`src/rtl/fetch_pkg.sv`:
```
// Shared types and constants for the fetch-stage PC sequencer.
package fetch_pkg;

    typedef enum logic {
        FETCH     = 1'b0,
        MISS_WAIT = 1'b1
    } fetch_state_t;

    localparam int          WORD_BYTES           = 4;
    localparam logic [31:0] DEFAULT_RESET_VECTOR = 32'hBFC0_0000;

    // The extra bit lets the counter hold MISS_TIMEOUT itself when it is a power of two.
    function automatic int miss_cnt_w(input int timeout);
        return $clog2(timeout) + 1;
    endfunction

endpackage

```
`src/rtl/fetch_sequencer_pc_next_sel.sv`:
```
// Next-PC mux: hold, sequential advance, or apply a selected word-aligned target.
module pc_next_sel
    import fetch_pkg::*;
(
    input  logic [31:0] pc_i,
    input  logic [31:0] target_i,
    input  logic        apply_i,
    input  logic        hold_i,
    output logic [31:0] next_pc_o,
    output logic [31:0] pc_plus4_o
);

    // Plain 32-bit add: the wrap from FFFFFFFC to 00000000 is intentional.
    assign pc_plus4_o = pc_i + 32'(WORD_BYTES);

    always_comb begin
        next_pc_o = pc_plus4_o;
        if (apply_i) begin
            next_pc_o = target_i;
        end else if (hold_i) begin
            next_pc_o = pc_i;
        end
    end

endmodule

```
`src/rtl/fetch_sequencer.sv`:
```
// Fetch-stage PC owner: arbitrates redirect, stall and I-cache miss, tracks miss timeout.
module fetch_sequencer
    import fetch_pkg::*;
#(
    parameter logic [31:0] RESET_VECTOR = DEFAULT_RESET_VECTOR,
    parameter int          MISS_TIMEOUT = 64
) (
    input  logic        clk,
    input  logic        rst,
    input  logic        stall_F,
    input  logic        PCsrc_E,
    input  logic [31:0] PCTarget_E,
    input  logic        icache_hit,
    output logic [31:0] PC_F,
    output logic [31:0] PCPlus4_F,
    output logic        fetch_valid,
    output logic        flush_D,
    output logic        fetch_err
);

    localparam int             CNT_W   = miss_cnt_w(MISS_TIMEOUT);
    localparam logic [CNT_W-1:0] CNT_MAX = CNT_W'(MISS_TIMEOUT);

    fetch_state_t     state_q, state_d;
    logic [31:0]      pc_q, pc_d;
    logic [31:0]      pend_tgt_q, pend_tgt_d;
    logic             pend_vld_q, pend_vld_d;
    logic [CNT_W-1:0] cnt_q, cnt_d;
    logic             err_q, err_d;

    logic [31:0] tgt_aligned;
    logic [31:0] sel_target;
    logic        apply_sel;
    logic        hold_sel;
    logic        fv_raw;
    logic        flush_raw;

    assign tgt_aligned = PCTarget_E & ~32'h0000_0003;

    pc_next_sel u_pc_next_sel (
        .pc_i       (pc_q),
        .target_i   (sel_target),
        .apply_i    (apply_sel),
        .hold_i     (hold_sel),
        .next_pc_o  (pc_d),
        .pc_plus4_o (PCPlus4_F)
    );

    always_comb begin
        state_d    = state_q;
        pend_tgt_d = pend_tgt_q;
        pend_vld_d = pend_vld_q;
        cnt_d      = cnt_q;
        sel_target = tgt_aligned;
        apply_sel  = 1'b0;
        hold_sel   = 1'b1;
        fv_raw     = 1'b0;
        flush_raw  = 1'b0;

        unique case (state_q)
            FETCH: begin
                cnt_d = '0;
                if (PCsrc_E) begin
                    apply_sel = 1'b1;
                    flush_raw = 1'b1;
                end else if (stall_F) begin
                    hold_sel = 1'b1;
                end else if (!icache_hit) begin
                    state_d = MISS_WAIT;
                    cnt_d   = CNT_W'(1);
                end else begin
                    hold_sel = 1'b0;
                    fv_raw   = 1'b1;
                end
            end
            MISS_WAIT: begin
                cnt_d = (cnt_q == CNT_MAX) ? cnt_q : cnt_q + CNT_W'(1);
                if (icache_hit) begin
                    state_d    = FETCH;
                    pend_vld_d = 1'b0;
                    if (PCsrc_E) begin
                        apply_sel = 1'b1;
                        flush_raw = 1'b1;
                    end else if (pend_vld_q) begin
                        // Refilled line belongs to the squashed path, so nothing is issued.
                        sel_target = pend_tgt_q;
                        apply_sel  = 1'b1;
                    end else if (!stall_F) begin
                        hold_sel = 1'b0;
                        fv_raw   = 1'b1;
                    end
                end else if (PCsrc_E) begin
                    pend_tgt_d = tgt_aligned;
                    pend_vld_d = 1'b1;
                    flush_raw  = 1'b1;
                end
            end
            default: begin
                state_d = FETCH;
            end
        endcase

        err_d = err_q | (cnt_d == CNT_MAX);
    end

    always_ff @(posedge clk) begin
        if (rst) begin
            state_q    <= FETCH;
            pc_q       <= RESET_VECTOR;
            pend_vld_q <= 1'b0;
            cnt_q      <= '0;
            err_q      <= 1'b0;
        end else begin
            state_q    <= state_d;
            pc_q       <= pc_d;
            pend_vld_q <= pend_vld_d;
            cnt_q      <= cnt_d;
            err_q      <= err_d;
        end
    end

    // Pending target is meaningful only while pend_vld_q is set, so it needs no reset.
    always_ff @(posedge clk) begin
        pend_tgt_q <= pend_tgt_d;
    end

    assign PC_F        = pc_q;
    assign fetch_valid = fv_raw & ~rst;
    assign flush_D     = flush_raw & ~rst;
    assign fetch_err   = err_q;

endmodule

```
`config.mk`:
```
export PLATFORM = sky130hd
export DESIGN_NAME = fetch_sequencer
export DESIGN_NICKNAME = d
export VERILOG_FILES = /design/src/rtl/fetch_pkg.sv /design/src/rtl/fetch_sequencer_pc_next_sel.sv /design/src/rtl/fetch_sequencer.sv
export SDC_FILE = /design/constraint.sdc
export NUM_CORES = 1
export LEC_CHECK = 0
export CORE_ASPECT_RATIO = 0.5
export CORE_MARGIN = 5
export CORE_UTILIZATION = 50
export CTS_CLUSTER_SIZE = 24
export DETAILED_ROUTE_END_ITERATION = 8
export GPL_ROUTABILITY_DRIVEN = 0
export PLACE_DENSITY = 0.79
export SLEW_MARGIN = 20
export SYNTH_ARGS = -nofsm -noshare
export SYNTH_HDL_FRONTEND = slang
export SYNTH_SLANG_ARGS = --single-unit
```
`constraint.sdc`:
```
create_clock -name clk -period 3.55 [get_ports clk]
set_input_delay 0.8875 -clock clk [delete_from_list [all_inputs] [get_ports clk]]
set_output_delay 0.8875 -clock clk [all_outputs]
set_load 0.005 [all_outputs]
```
==> reports/qor.yml <==
power:
  power_density_mw_per_mm2: 369.7
  combPwrFrac: 0.156
  power_leakage_nw: 1.912
  vdd.ir_drop.worst_mv: 0.2478
  pwr-share-clk: 0.399
  netSwitchingFraction: 0.2464
  netSwitchingPower_uw: 512.0
  cellInternalPower_mw: 1.566
  sequentialPowerShare: 0.445
global_route:
  grt_antenna_before_repair: 0
  number_of_global_route_vias_before_repair: 3593
  groute.layer.met3.usage: 0.07258
  grt_util_all_layers: 0.2316
  globalRouteMet1Util: 0.3126
  grt_max_degree: 41
  global_route_wire_length_before_repair_um: 18730
  globalRouteMet2Util: 0.3548
  global_route.overflow_total: 0
  grt.busiest_layer: "met2"
sta:
  min_period_over_period: 0.9644
  setup_viol: 0
  final.hold.worst_slack_ns: 0.5010
  timing.final.crit_period_ns: 3.424
  grt_setup_unrepaired: "no"
  fmax_ghz: 0.2921
  tns_ns: 0
  timing.clock.skew_ns: 0.007718
  timing.max_slew.rel_slack: 0.5169
  hold_viol_final: 0
  tightestPinTransition_ns: 0.7229
  slew_viol_final: 0
layout:
  final_design_area_no_fill_mm2: 0.005620
  stdcell_count: 656
  mostFrequentLayoutCells: "sky130_fd_sc_hd__clkdlybuf4s50_1, sky130_fd_sc_hd__dfxtp_1, sky130_fd_sc_hd__nand2_1"
  utilization_after_layout: 0.7000
  antenna_cells: 0
  post_route_cells_drive_above_1_share: 0.1232
  nets_final: 579
  most_frequent_standard_cell_in_the_layout_excluding_fill_and_tap_cells: "sky130_fd_sc_hd__clkdlybuf4s50_1"
  syn2layout_area_growth_pct: 35.92
cts:
  path_clk_slew_ns: 0.05
  clock_latency_ns: 0.34
  clock_tree.htree_level_count: 3
  cts_tree: "built"
  clk_path_buf_depth: 2
  cts-buffers-inserted: 9
  post_cts_hold_buffer_count: 0
  cts_num_sinks: 70
  clock-root-buffer: "sky130_fd_sc_hd__clkbuf_16"
setup_path:
  worst_setup_path_startpoint: "PC_F[2]"
  cell_count_of_the_worst_reg_to_reg_path: 5
  worstPathMaxFanout: 7
  setup.reg_to_reg.worst_slack_ns: 1.45
  r2r-end: "PC_F[20]"
  criticalPathCategory: "flip-flop to primary output"
  critPathBufInv: 1
  worst_setup_path_start_kind: "flip-flop"
  top_cell_family_by_delay_on_the_critical_path: "simple AND/OR/NAND/NOR gates"
  critPathRequiredTime_ns: 2.66
  worst_path_largest_cell_delay_ns: 0.53
  critPathSlowestCell: "sky130_fd_sc_hd__clkdlybuf4s50_1"
  critical_path.cell_chain: "ha_2, nand4_1, or4_4, nor2_1, xnor2_1, clkdlybuf4s50_1"
  crit_path_depth: 6
  crit_arrival_ns: 2.54
  crit_end: "PCPlus4_F[22]"
  regToRegStartpoint: "PC_F[2]"
  endpoint_kind: "primary output"
placement:
  dp.cells: 637
  buffer_ports.inserted: 97
  dp.final_hpwl_um: 8652
  postPlaceCellArea_mm2: 0.005268
die:
  area_of_the_core_mm2: 0.008029
  rows: 23
  die_height_um: 74.31
  total_die_area_mm2: 0.01030
  floorplan.initialDensity: 0.5150
  die_width_um: 138.6
  boundary_pin_count: 104
synth:
  netlist_area_mm2: 0.004135
  synthDistinctLibCells: 66
  asyncSetResetFlopFracSynth: 0
  avgSynthCellArea_um2: 9.377
  predominant_post_synthesis_flop_cell: "sky130_fd_sc_hd__dfxtp_1"
  postSynthRegisterBits: 70
  synth-seq-area-share: 0.4115
  postSynthCellCount: 441
  synth-edff-count: 30
  yosys_warnings: 0
drt:
  detailed_route_drc_error_count: 0
  first_pass_iters: 5
  final_antenna_net_count: 0
  wl_per_cell_um: 18.41
  routed-via-count: 3956
  drt-initial-drc-count: 400
  detail_route.vias_per_cell: 6.030
  postRouteWirelength_um: 12080
run:
  maxCapViolCount: 0
min_path:
  timing.hold.worst.class: "flip-flop to flip-flop"
run_status:
  status: "complete, no violations"
==> through the flow <==
| stage | worst slack [ns] | total power [mW] |
|---|---|---|
| after global placement | 0.2823 | 1.253 |
| after global routing | 0.007693 | 2.157 |
| after detailed placement | 0.2711 | 1.257 |
| final | 0.1264 | 2.078 |
| after CTS | 0.008021 | 2.086 |
| after floorplan | 0.6497 | 1.070 |
==> layout make-up <==
type / count / area (um^2)
repair buffers: 121 / 1176
multi-input cells: 327 / 2287
clock buffers: 14 / 264.0
flip-flops and latches: 70 / 1707
well taps: 112 / 140.1
inverters: 10 / 37.54
clock inverters: 2 / 8.758
fillers: 636 / 2409
==> synthesized netlist by cell type (all sizes together), types with 6 or more instances <==
| cell type | count | area, um^2 |
|---|---|---|
| o21ai | 6 | 30.03 |
| buf | 12 | 68.81 |
| mux2 | 14 | 157.6 |
| nor3 | 21 | 105.1 |
| xnor2 | 21 | 183.9 |
| dfxtp | 40 | 800.8 |
| nand3 | 24 | 120.1 |
| and4 | 7 | 61.31 |
| a32oi | 6 | 52.55 |
| a21oi | 24 | 120.1 |
| inv | 9 | 33.78 |
| or4 | 7 | 56.30 |
| xor2 | 9 | 78.83 |
| mux2i | 15 | 150.1 |
| nand2 | 36 | 135.1 |
| nor2 | 19 | 71.32 |
| nand4 | 13 | 108.9 |
| clkbuf | 25 | 93.84 |
| nor4 | 6 | 37.54 |
| edfxtp | 30 | 900.9 |
| a2bb2oi | 6 | 52.55 |
==> registers in the layout, summed over array words and instances, names as in the netlist <==
signal,flops
PC_F,30
pend_tgt_q,30
cnt_q,7
fetch_err,1
pend_vld_q,1
state_q,1
==> worst min path at each step <==
| stage | from | to | cells past startpoint |
|---|---|---|---|
| floorplan | fetch_err | fetch_err | 2 |
| global placement | fetch_err | fetch_err | 2 |
| detailed placement | fetch_err | fetch_err | 2 |
| CTS | fetch_err | fetch_err | 2 |
| global route | PC_F[2] | PC_F[2] | 2 |
| finish | fetch_err | fetch_err | 2 |
==> tightest hold or removal path: cells and delay by family, from the launching register on <==
family | cells | cell delay (ns)
flops | 1 | 0.34
simple gates | 1 | 0.06
compound gates | 1 | 0.06
==> metal layers <==
metal,wire [um],part of all wire
met1,5461,0.45
met2,5350,0.44
met3,1042,0.086
met4,225,0.019
met5,0,0
==> power groups by stage <==
stage | clock network [mW] | registers [mW] | logic [mW]
after detailed placement | 0 | 0.936 | 0.321
after floorplan | 0 | 0.918 | 0.152
after global placement | 0 | 0.935 | 0.317
final | 0.829 | 0.925 | 0.324
after global routing | 0.879 | 0.930 | 0.348
after CTS | 0.843 | 0.920 | 0.323
==> cells by family (layout without fill, tap and decap cells) <==
kind of cell             Yosys count  count (layout)  synth area share
multiplexers                      29              29           0.07443
buffers and inverters             47             147           0.04841
other                              1               4         0.0009068
AND/OR/NAND/NOR                  162             162            0.2160
adder cells (fa/ha/maj)            3               3          0.009078
XOR/XNOR                          30              30           0.06354
flip-flops                        70              70            0.4115
AO/OA/AOI/OAI                     99              99            0.1761
==> repair_timing <==
action | CTS | global route
buffers inserted | 0 | 3
gates resized for setup | 3 | 8
endpoints found under the setup margin | 3 | 11
pin swaps | 0 | 2
Note: power is estimated with default switching activity, not from simulation.
==> edit: new RTL, config.mk and constraints unchanged <==
`MISS_TIMEOUT`: 64 -> 128.
--- a/src/rtl/fetch_sequencer.sv
+++ b/src/rtl/fetch_sequencer.sv
@@ -3,7 +3,7 @@
     import fetch_pkg::*;
 #(
     parameter logic [31:0] RESET_VECTOR = DEFAULT_RESET_VECTOR,
-    parameter int          MISS_TIMEOUT = 64
+    parameter int          MISS_TIMEOUT = 128
 ) (
     input  logic        clk,
     input  logic        rst,
Formal check against the unedited RTL: no difference found for any inputs over 10 cycles, from zero or initial values and one cycle with rst high; that may be too few to reach the edited logic, so the function may still have changed.
==> edit against the unedited design <==
  * Register-to-register slack better by 90 ps
  * Non-clock buffer count decreased by 4
  * Total power up 3.7%
  * Setup slack got worse by 31 ps
  * Cell area shrank 5.1%
  * Routed wire length fell by 7.6%
  * Area after synthesis down 5.7%
  * Via count fell by 6.6%
  * Sequential cell count grew 1
  * Maximum frequency fell by 0.91%
  * First-iteration DRC count decreased by 11%
  * Critical path depth down 1
  * Critical path type unchanged
  * Critical endpoint is now PCPlus4_F[19]
  * Largest cell class unchanged
  * Highest routed layer unchanged
==> edit: results (changes against the unedited design) <==
metric;value;unit;change
VDD IR max;278;uV;+12%
clock skew;6.55;ps;-1.17 ps
layout cell share with drive strength beyond 1;9.18;%;-3.1 points
Post-DP Area;0.00501;sq mm;-4.9%
post-synthesis cell count;434;;-1.6%
sequential area share after synthesis;44.2;%;+3.0 points
I/O Buffers;97;;unchanged
crit path max fanout;9;;+2
router iterations before antenna repair;5;;unchanged
Hold Path Origin;fetch_err;;
leading post-synthesis cells by instance count;nand2_1, dfxtp_1, nor2_1, edfxtp_1;;
H-tree depth;3;;unchanged
Total Nets Final;569;;-1.7%
initial DRC count;356;;-11%
HP Class;flip-flop to flip-flop;;
DP Worst Slack;286;ps;+14.6 ps
run status;finished, final reports clean;;
CP arrival;2570;ps;+30 ps
Root Buffer;clkbuf_16;;
Vias;3695;;-6.6%
clock-pin slew on the worst setup and hold paths;50;ps;about the same
Max Root-Sink Buffers;2;;unchanged
Antenna diodes;0;;unchanged
CTS buffer count;9;;unchanged
Cell variety after synth;55;;-17%
DP HPWL;7.58;mm;-12%
YS warnings;0;;unchanged
vias in the first global route;3456;;-3.8%
fillers;569;;-11%
EDFF count, synth;30;;unchanged
placed insts;626;;-1.7%
worst skew pair latency;340;ps;about the same
average wire per standard cell;17.4;um;-5.6%
initial antenna violation count;0;;unchanged
Async S/R FF share, synth;0;%;unchanged
Critical path origin;PC_F[4];;
Pleak;1.94;nW;+1.7%
pwr/cell area;404;mW/mm^2;+9.2%
largest net degree at the start of global routing;34;;-17%
R2R Path Start;PC_F[3];;
GRT Util Overall;22.9;%;-0.25 points
Vias/cell;5.76;;-4.6%
worst-margin pin slew;636;ps;-86.8 ps
post-CTS setup buffers;0;;unchanged
ys flop type;dfxtp_1;;
first-pass GRT wire length;17.7;mm;-5.7%
top post-synthesis cells by area;edfxtp_1, dfxtp_1, nand2_1, xnor2_1, nor2_1;;
## edit: final cells by class
cell class | count | share of cell area [%]
clock buffer | 11 | 4.36
timing repair buffer | 117 | 21.0
clock inverter | 5 | 1.36
sequential | 71 | 32.4
tap | 108 | 2.53
multi-input combinational | 325 | 38.0
inverter | 5 | 0.352
## edit: power breakdown
part	internal [mW]	switching, mW
Clock	0.609	0.334
Combinational	0.170	0.118
Sequential	0.879	0.0443
## edit: kinds of logic (layout without fill, tap and decap cells)
| logic type | count (synthesis) | count (layout) | synth area share, % |
|---|---|---|---|
| XOR/XNOR | 35 | 35 | 7.87 |
| AND/OR/NAND/NOR | 175 | 175 | 23.1 |
| buffers and inverters | 41 | 138 | 4.56 |
| multiplexers | 5 | 5 | 1.28 |
| other | 1 | 4 | 0.0962 |
| adder cells (fa/ha/maj) | 3 | 3 | 0.963 |
| flip-flops | 71 | 71 | 44.2 |
| AO/OA/AOI/OAI | 103 | 103 | 17.9 |
## edit: per-layer routing
| layer | up-vias | track usage, % | part of all wire [%] |
|---|---|---|---|
| met2 | 143 | 39.6 | 50 |
| met5 | - | 0 | 0 |
| li1 | 1776 | - | - |
| met1 | 1768 | 29.4 | 43 |
| met3 | 8 | 5.82 | 6.5 |
| met4 | 0 | 4.97 | 0.70 |
## edit: path summary, 6_finish.rpt
check | end | slack [ps] | cells after the start
worst max-delay path | PCPlus4_F[19] | 90 | 5
worst min-delay path | fetch_err | 460 | 2
worst max register to register | PC_F[14] | 1540 | 6
worst min register to register | fetch_err | 460 | 2
## edit: critical path: stages, from the launching register on
cell             delay (ps)
dfxtp_1                 480
nand4_1                 200
or4_1                   700
nor2_1                  170
xor2_1                  160
clkdlybuf4s50_1         520
## edit: timing repair
action	4_1_cts	5_1_grt
pin swaps	0	0
resized for setup	1	8
setup endpoints to repair	7	15
